<file path="src/rtl/regfile_param.sv">
// regfile_param: parameterised register file, two read ports, two write ports,
// per-register pending (scoreboard) bits.
//
// Parameters
//   DATA_W    register width in bits
//   ADDR_W    address width; depth is 2**ADDR_W
//   ZERO_REG  1 = register 0 reads zero and ignores writes and pend_set
//   BYPASS    1 = a write in progress is forwarded to a matching read port
//
// Ports
//   clk                          clock, all state changes on the rising edge
//   rst_n                        asynchronous active-low reset
//   read_reg1/2   -> read_data1/2, pend1/2   combinational read ports
//   regWrite_a/b, write_reg_a/b, write_data_a/b   write ports (B wins on collision)
//   pend_set, pend_reg           mark a register as awaiting a result
module regfile_param #(
    parameter int DATA_W   = 16,
    parameter int ADDR_W   = 4,
    parameter int ZERO_REG = 0,
    parameter int BYPASS   = 1
) (
    input  logic              clk,
    input  logic              rst_n,
    input  logic [ADDR_W-1:0] read_reg1,
    input  logic [ADDR_W-1:0] read_reg2,
    output logic [DATA_W-1:0] read_data1,
    output logic [DATA_W-1:0] read_data2,
    input  logic              regWrite_a,
    input  logic              regWrite_b,
    input  logic [ADDR_W-1:0] write_reg_a,
    input  logic [ADDR_W-1:0] write_reg_b,
    input  logic [DATA_W-1:0] write_data_a,
    input  logic [DATA_W-1:0] write_data_b,
    input  logic              pend_set,
    input  logic [ADDR_W-1:0] pend_reg,
    output logic              pend1,
    output logic              pend2
);

    localparam int DEPTH = 1 << ADDR_W;

    logic [DATA_W-1:0] mem [DEPTH];
    logic [DEPTH-1:0]  pend_q;
    logic [DEPTH-1:0]  pend_next;

    logic we_a;
    logic we_b;
    logic pset;
    logic fwd_a1;
    logic fwd_b1;
    logic fwd_a2;
    logic fwd_b2;

    // Writes and pend marks aimed at a hardwired zero register are dropped
    // here, so nothing downstream (storage, forwarding, pending) sees them.
    assign we_a = regWrite_a && !((ZERO_REG != 0) && (write_reg_a == '0));
    assign we_b = regWrite_b && !((ZERO_REG != 0) && (write_reg_b == '0));
    assign pset = pend_set   && !((ZERO_REG != 0) && (pend_reg    == '0));

    assign fwd_a1 = (BYPASS != 0) && we_a && (write_reg_a == read_reg1);
    assign fwd_b1 = (BYPASS != 0) && we_b && (write_reg_b == read_reg1);
    assign fwd_a2 = (BYPASS != 0) && we_a && (write_reg_a == read_reg2);
    assign fwd_b2 = (BYPASS != 0) && we_b && (write_reg_b == read_reg2);

    // A write retires the pending mark; a pend_set on the same edge wins
    // because it names a newer producer for that register.
    always_comb begin
        pend_next = pend_q;
        if (we_a) pend_next[write_reg_a] = 1'b0;
        if (we_b) pend_next[write_reg_b] = 1'b0;
        if (pset) pend_next[pend_reg]    = 1'b1;
    end

    // Port B is assigned last so it wins a same-address collision.
    always_ff @(posedge clk or negedge rst_n) begin
        if (!rst_n) begin
            for (int i = 0; i < DEPTH; i++) begin
                mem[i] <= '0;
            end
            pend_q <= '0;
        end else begin
            if (we_a) mem[write_reg_a] <= write_data_a;
            if (we_b) mem[write_reg_b] <= write_data_b;
            pend_q <= pend_next;
        end
    end

    always_comb begin
        read_data1 = '0;
        pend1      = 1'b0;
        if (rst_n) begin
            if (fwd_b1) begin
                read_data1 = write_data_b;
            end else if (fwd_a1) begin
                read_data1 = write_data_a;
            end else if (!((ZERO_REG != 0) && (read_reg1 == '0))) begin
                read_data1 = mem[read_reg1];
            end
            pend1 = pend_q[read_reg1] && !(fwd_a1 || fwd_b1);
        end
    end

    always_comb begin
        read_data2 = '0;
        pend2      = 1'b0;
        if (rst_n) begin
            if (fwd_b2) begin
                read_data2 = write_data_b;
            end else if (fwd_a2) begin
                read_data2 = write_data_a;
            end else if (!((ZERO_REG != 0) && (read_reg2 == '0))) begin
                read_data2 = mem[read_reg2];
            end
            pend2 = pend_q[read_reg2] && !(fwd_a2 || fwd_b2);
        end
    end

endmodule

</file>
<file path="config.mk">
export PLATFORM = sky130hd
export DESIGN_NAME = regfile_param
export DESIGN_NICKNAME = d
export VERILOG_FILES = /design/src/rtl/regfile_param.sv
export SDC_FILE = /design/constraint.sdc
export NUM_CORES = 1
export LEC_CHECK = 0
export CAP_MARGIN = 10
export CORE_UTILIZATION = 55
export CTS_CLUSTER_DIAMETER = 60
export DETAILED_ROUTE_END_ITERATION = 7
export PLACE_DENSITY = 0.83
export SLEW_MARGIN = 20
export SYNTH_ARGS = -nofsm -noshare
export SYNTH_HDL_FRONTEND = slang
export SYNTH_SLANG_ARGS = --single-unit
</file>
<file path="constraint.sdc">
create_clock -name clk -period 2.36 [get_ports clk]
set_clock_uncertainty 0.05 [all_clocks]
set_input_delay 0.354 -clock clk [delete_from_list [all_inputs] [get_ports clk]]
set_output_delay 0.354 -clock clk [all_outputs]
set_load 0.01 [all_outputs]
</file>
==> metrics.cfg, run 1 <==
[clocking]
cts.path.max_buffers=3
cts_buffers=29
insertion_delay_ns=0.58
cts.sinks=272
cts-htree-levels=1
cts_tree=built
clkTransAtPathRegs_ns=0.07
cts_root_buffer=clkbuf_16

[power_and_ir_drop]
seqPwrFrac=0.396
netSwitchingPower_mw=5.86
switching_share=0.336
leakage_nw=9.46
p_total_mw=17.4
power-per-cell-area_mw_per_mm2=780
power_frac_clock=0.288
p_int_mw=11.6
comb_power_share=0.316
vdd_drop_max_mv=0.626

[yosys]
synth_top_area_share=0.385
syn_area_mm2=0.0177
syn-num-nets=1773
ys_warn_count=0
yosys.area.top_type=dfrtp_1
ys_seq_area_frac=0.385
synthArstFlopShare=1.00
yosys.cell_types.count=39
synth_cells=1716
synth_edf_count=0
synth_area_leaders=dfrtp_1 (38%), mux4_2 (18%), mux2i_1 (15%)
syn_area_per_cell_um2=10.3
ys_seq_elements=272
synth_ff_type=dfrtp_1

[floorplanning]
dieArea_mm2=0.0329
die_width_um=181
num_io_pins=91
rows=65
core-area_mm2=0.0316
start_util=0.560
die_y_um=181

[place]
gp_congestion=0.985
dp.cells=2195
post_dp_cell_area_mm2=0.0203
dpl.hpwl_um=41800
pre_cts_ws_ns=-1.02
port_buffers=90

[final_layout]
syn2layout_area_growth_pct=26.4
drive_gt1_frac=0.314
layout.cells.non_filler=2292
num_antenna_cells=0
nFillCells=1919
fin_area_mm2=0.0223
layout.nets=1925

[drt]
vias=17300
post-route-drc-count=1
routed_via_density=7.57
antenna_left=0
drtIter0Drc=2966
routed_wl_um=75600
firstDrtPassIters=8
wl_per_cell_um=33.0

[timing]
maxSlewHeadroom=0.352
slew_viol_final=0
max_freq_mhz=343
fin_ws_ns=-0.556
setup_viol=35
period_share=1.24
worst_pin_slew_ns=0.971
holdWs_ns=-0.0172
tns_ns=-12.31
rsz0062_at_grt=true
finalCriticalPeriod_ns=2.92
hold_viol=5

[run_status]
violations=DRC, hold timing, setup timing
status=complete, but fails checks

[grt]
antenna_found_initial=3
grt_pass1_vias=17700
overflow=0
gr-usage-all-layers=0.455
grt_max_degree=169
grt_pass1_wl_um=110000

[critical_path]
slowest_stage=mux4_2
startpoint_type=flop
crit_family=compound AO/OA/AOI/OAI gates
cp.required_ns=1.96
max_stage_delay_ns=0.51
rr_worst_depth=2
worst-path-buf-inv=1
path_max_fanout=3
path_cells=mux4_2, a22oi_2, nand2_2, a221oi_4, nor2_4, buf_6
arrival_ns=2.51
end_kind=output port
crit_start=mem[207]$_DFF_PN0_
path_depth=6
critical_path.endpoint=read_data1[15]
regToRegEndpoint=mem[53]$_DFF_PN0_
reg2reg_setup_slack_ns=1.07
critPathKind=reg2out
reg2reg_from=mem[53]$_DFF_PN0_

[run]
maxCapViolCount=0

[hold_path]
hold_class=in2async

[per-layer routing]
metal  track usage  routed length, um  vias up
met3         0.218              13000      734
met1         0.522              23100     8219
met5       0.00889                 66        -
met2         0.642              30800     1834
li1              -                  -     6552
met4         0.380               8590        6
[worst min-delay path by stage]
stage	from	cells after the start	endpoint	slack, ns
2_1_floorplan	rst_n	0	mem[0]$_DFF_PN0_	0.008
5_1_grt	rst_n	2	mem[176]$_DFF_PN0_	0.08
4_1_cts	rst_n	2	mem[176]$_DFF_PN0_	0.03
3_5_place_dp	rst_n	1	mem[212]$_DFF_PN0_	0.12
6_report	rst_n	2	mem[176]$_DFF_PN0_	-0.02
3_3_place_gp	rst_n	1	mem[228]$_DFF_PN0_	0.12
[cells by family after synthesis]
family,count (synthesis),synth area share
AOI/OAI and AO/OA,369,0.123
xor gates and xnor gates,16,0.00793
buffers and inverters,215,0.0544
DFF,272,0.385
muxes,398,0.323
and+or+nand+nor,446,0.107
[worst register-to-register path: stages, from the launching register on]
cell and delay (ns):
dfrtp_1 0.43, mux2i_2 0.46, o21ai_0 0.20
[timing repair]
action,4_1_cts,5_1_grt
setup buffers,30,7
gates cloned,6,0
setup endpoints to repair,34,35
resized for setup,275,30
hold endpoints to repair,33,7
hold buffers,1,1
pin swaps,113,16
[power by group through the flow]
stage	Combinational, mW	Sequential (mW)	Clock, mW
floorplan	3.13	6.49	0
global placement	4.45	6.66	0
detailed placement	4.65	6.81	0
CTS	5.06	6.77	4.96
global route	5.72	6.99	5.17
finish	5.52	6.90	5.02
[cell usage in the layout (no fill, tap or decap), types with 6 or more instances in the layout]
master           count
nand2_2              9
nand3_1              7
inv_1                7
xor2_1              11
buf_16               6
nor2_4               9
a22oi_1             12
a221oi_2            28
clkdlybuf4s50_1     41
buf_2               31
o21ai_1              7
a22oi_2             50
nand2_1            148
o21ai_0             99
a21oi_1            160
nor2_1             224
clkinv_2             7
and2_1               8
clkbuf_16           29
dfrtp_1            272
buf_12              58
mux2i_1            259
mux4_2             138
buf_4              163
a32o_1               6
buf_6               16
nor2b_1              6
[registers in the layout (all words and copies together) (netlist names)]
signal / flops
pend_q: 16
mem: 256
[final cells by class]
type	count	area, um^2	area share
timing repair buffer	329	3460	0.155
multi-input combinational	1229	10500	0.471
sequential	272	6810	0.305
tap	402	503	0.0225
inverter	7	26.3	0.00118
clock inverter	17	230	0.0103
clock buffer	36	792	0.0354
[metrics by stage]
stage | hold slack [ns] | utilization
finish | -0.0172 | 0.708
global route | 0.0751 | 0.708
CTS | 0.0326 | 0.703
detailed placement | 0.119 | 0.644
global placement | 0.119 | 0.644
floorplan | 0.00841 | -
[synth_stat cells, types with 2 or more instances]
library cell and count:
buf_6 8, nand3_1 7, mux2i_1 260, nor2_1 229, nor2_2 3, a221oi_1 28
buf_4 9, and3b_1 2, a32o_1 6, buf_2 49, and2_1 8, and4_1 2
buf_1 27, nor3b_1 2, inv_1 7, mux4_2 138, a22oi_1 62, o21ai_0 99
nor4_1 2, clkbuf_1 115, or3_1 3, nor2b_1 8, nor3_1 2, a221oi_2 3
nand2_1 157, dfrtp_1 272, xnor2_1 2, nor2_4 6, a21oi_1 163, o21ai_1 7
nand2b_1 2, xor2_1 14, nand3b_1 2, and3_1 7
Note: power is estimated with default switching activity, not from simulation.
==> inputs of run 2 (changes only) <==
RECOVER_POWER = 25   (was default)
SETUP_SLACK_MARGIN = 0.3   (was default)
==> metrics.cfg, run 2 (synthesized netlist as in run 1, its figures left out) <==
[timing]
period_share=1.28  ; +0.0451
holdWs_ns=0.518  ; +0.535 ns
setup_viol=106  ; +200%
finalCriticalPeriod_ns=3.02  ; +0.106 ns
slew_viol_final=107  ; +107
max_freq_mhz=331  ; -3.5%
tns_ns=-15.56  ; -3.24 ns
fin_ws_ns=-0.663  ; -0.106 ns
worst_pin_slew_ns=1.62  ; +0.644 ns
hold_viol=0  ; -5
rsz0062_at_grt=true
maxSlewHeadroom=-0.0773  ; -0.430

[critical_path]
critPathKind=reg2out
end_kind=output port
startpoint_type=flop
cp.required_ns=1.96  ; about the same
max_stage_delay_ns=0.52  ; about the same
slowest_stage=mux4_2
arrival_ns=2.62  ; +0.11 ns
path_cells=mux4_2, a22oi_2, nand2_2, a221oi_2, nor2_1, buf_2
path_max_fanout=3  ; unchanged

[place]
gp_congestion=0.973  ; -1.2%
dpl.hpwl_um=43700  ; +4.5%
port_buffers=90  ; unchanged

[floorplanning]
rows=65  ; unchanged
dieArea_mm2=0.0329  ; unchanged
core-area_mm2=0.0316  ; unchanged
die_y_um=181  ; unchanged
num_io_pins=91  ; unchanged
die_width_um=181  ; unchanged
start_util=0.560  ; unchanged

[grt]
overflow=0  ; unchanged
grt_max_degree=154  ; -8.9%
grt_pass1_vias=17600  ; -0.35%
antenna_found_initial=1  ; -2
use_met2=0.637  ; -0.00508
use_met3=0.172  ; -0.0456
met1_usage=0.519  ; -0.00380
grt-busiest-layer=met2
gr-usage-all-layers=0.437  ; -0.0183
grt_pass1_wl_um=106000  ; -2.9%

[final_layout]
regMostFlops=mem
top_regs=mem (256), pend_q (16)
drive_gt1_frac=0.328  ; +0.0142
syn2layout_area_growth_pct=27.0
largest_register_ff_count=256  ; unchanged
final_cell_mix=dfrtp_1 (271), mux2i_1 (257), nor2_1 (225), buf_4 (197), a21oi_1 (160)
layout_commonest_cell=dfrtp_1
layout.nets=1948  ; +1.2%
nFillCells=1969  ; +2.6%
num_antenna_cells=0  ; unchanged

[power_and_ir_drop]
switching_share=0.323  ; -0.0134
leakage_nw=9.55  ; +0.95%
netSwitchingPower_mw=5.80  ; -1.2%
vdd_drop_max_mv=0.621  ; -0.81%
p_int_mw=12.1  ; +5.0%
comb_power_share=0.307  ; -0.009
seqPwrFrac=0.384  ; -0.012
power-per-cell-area_mw_per_mm2=799  ; +2.5%
power_frac_clock=0.309  ; +0.021

[run_status]
violations=slew limit, setup timing
status=complete, but fails checks

[drt]
routed_via_density=7.36  ; -2.8%
vias=17000  ; -1.7%
routed_wl_um=71700  ; -5.2%
wl_per_cell_um=30.9  ; -6.2%
drtIter0Drc=2948  ; -0.61%
post-route-drc-count=0  ; -1
firstDrtPassIters=6  ; -2
antenna_left=0  ; unchanged

[clocking]
cts.path.max_buffers=3  ; unchanged
insertion_delay_ns=0.56  ; -0.02 ns
cts_root_buffer=clkbuf_16
clkTransAtPathRegs_ns=0.06  ; about the same
cts-htree-levels=1  ; unchanged
cts_tree=built
cts.sinks=272  ; unchanged
cts_buffers=30  ; +3.4%

[hold_path]
hold_class=reg2reg

[run]
maxCapViolCount=0  ; unchanged

## run 2: power by group through the flow
stage                     Combinational (mW)  Clock, mW  Sequential, mW
final                                   5.51       5.54            6.89
after global routing                    5.76       5.68            6.98
after CTS                               5.11       5.50            6.77
after detailed placement                4.77          0            6.79
after global placement                  4.60          0            6.67
after floorplan                         3.23          0            6.49
## run 2: critical path: cells and delay by family, from the launching register on
kind | cells | cell delay (ns)
AOI/OAI and AO/OA | 2 | 0.78
DFF | 1 | 0.41
muxes | 1 | 0.52
buffers and inverters | 1 | 0.14
and+or+nand+nor | 2 | 0.19
## run 2: metrics by stage
step            util  setup WS, ns  cell area, um^2  power (mW)  instances
5_1_grt        0.711        -0.646            22400        18.4       2317
3_3_place_gp   0.656        -0.890            20700        11.3       2232
6_report       0.711        -0.663            22400        17.9       2317
3_5_place_dp   0.656        -0.884            20700        11.6       2232
2_1_floorplan      -         0.202            18000        9.72       1716
4_1_cts        0.705        -0.373            22300        17.4       2309
## run 2: layout make-up
type                       instances  area (um^2)  share of cell area
sequential                       272         6810               0.303
multi-input combinational       1229        10500               0.469
clock inverter                    15          285              0.0127
clock buffer                      41          883              0.0394
inverter                           7         26.3             0.00117
tap                              402          503              0.0224
timing repair buffer             351         3420               0.152
## run 2: per-layer routing
layer  up-vias  part of all wire  wire, um
met5         -            0.0013        91
met4         2             0.093      6690
met2      1697              0.43     31000
li1       6581                 -         -
met1      8153              0.32     23200
met3       612              0.15     10600
## run 2: path summary, 6_finish.rpt
path	from	end	slack [ns]	depth (start not counted)
max in group asynchronous	rst_n	mem[34]$_DFF_PN0_	-0.10	4
worst min-delay path	pend_q[13]$_DFF_PN0_	pend_q[13]$_DFF_PN0_	0.52	2
min in group asynchronous	rst_n	mem[48]$_DFF_PN0_	0.94	3
worst max-delay path	mem[249]$_DFF_PN0_	read_data1[9]	-0.66	6
worst max register to register	mem[197]$_DFF_PN0_	mem[197]$_DFF_PN0_	1.25	2
worst min register to register	pend_q[13]$_DFF_PN0_	pend_q[13]$_DFF_PN0_	0.52	2
## run 2: timing repair
item / 4_1_cts / 5_1_grt
resized for setup: 226 / 38
pin swaps: 109 / 31
endpoints found under the setup margin: 34 / 135
hold buffers: 1 / 0
setup buffers: 18 / 8
hold endpoints to repair: 38 / 0
cloned: 2 / 0
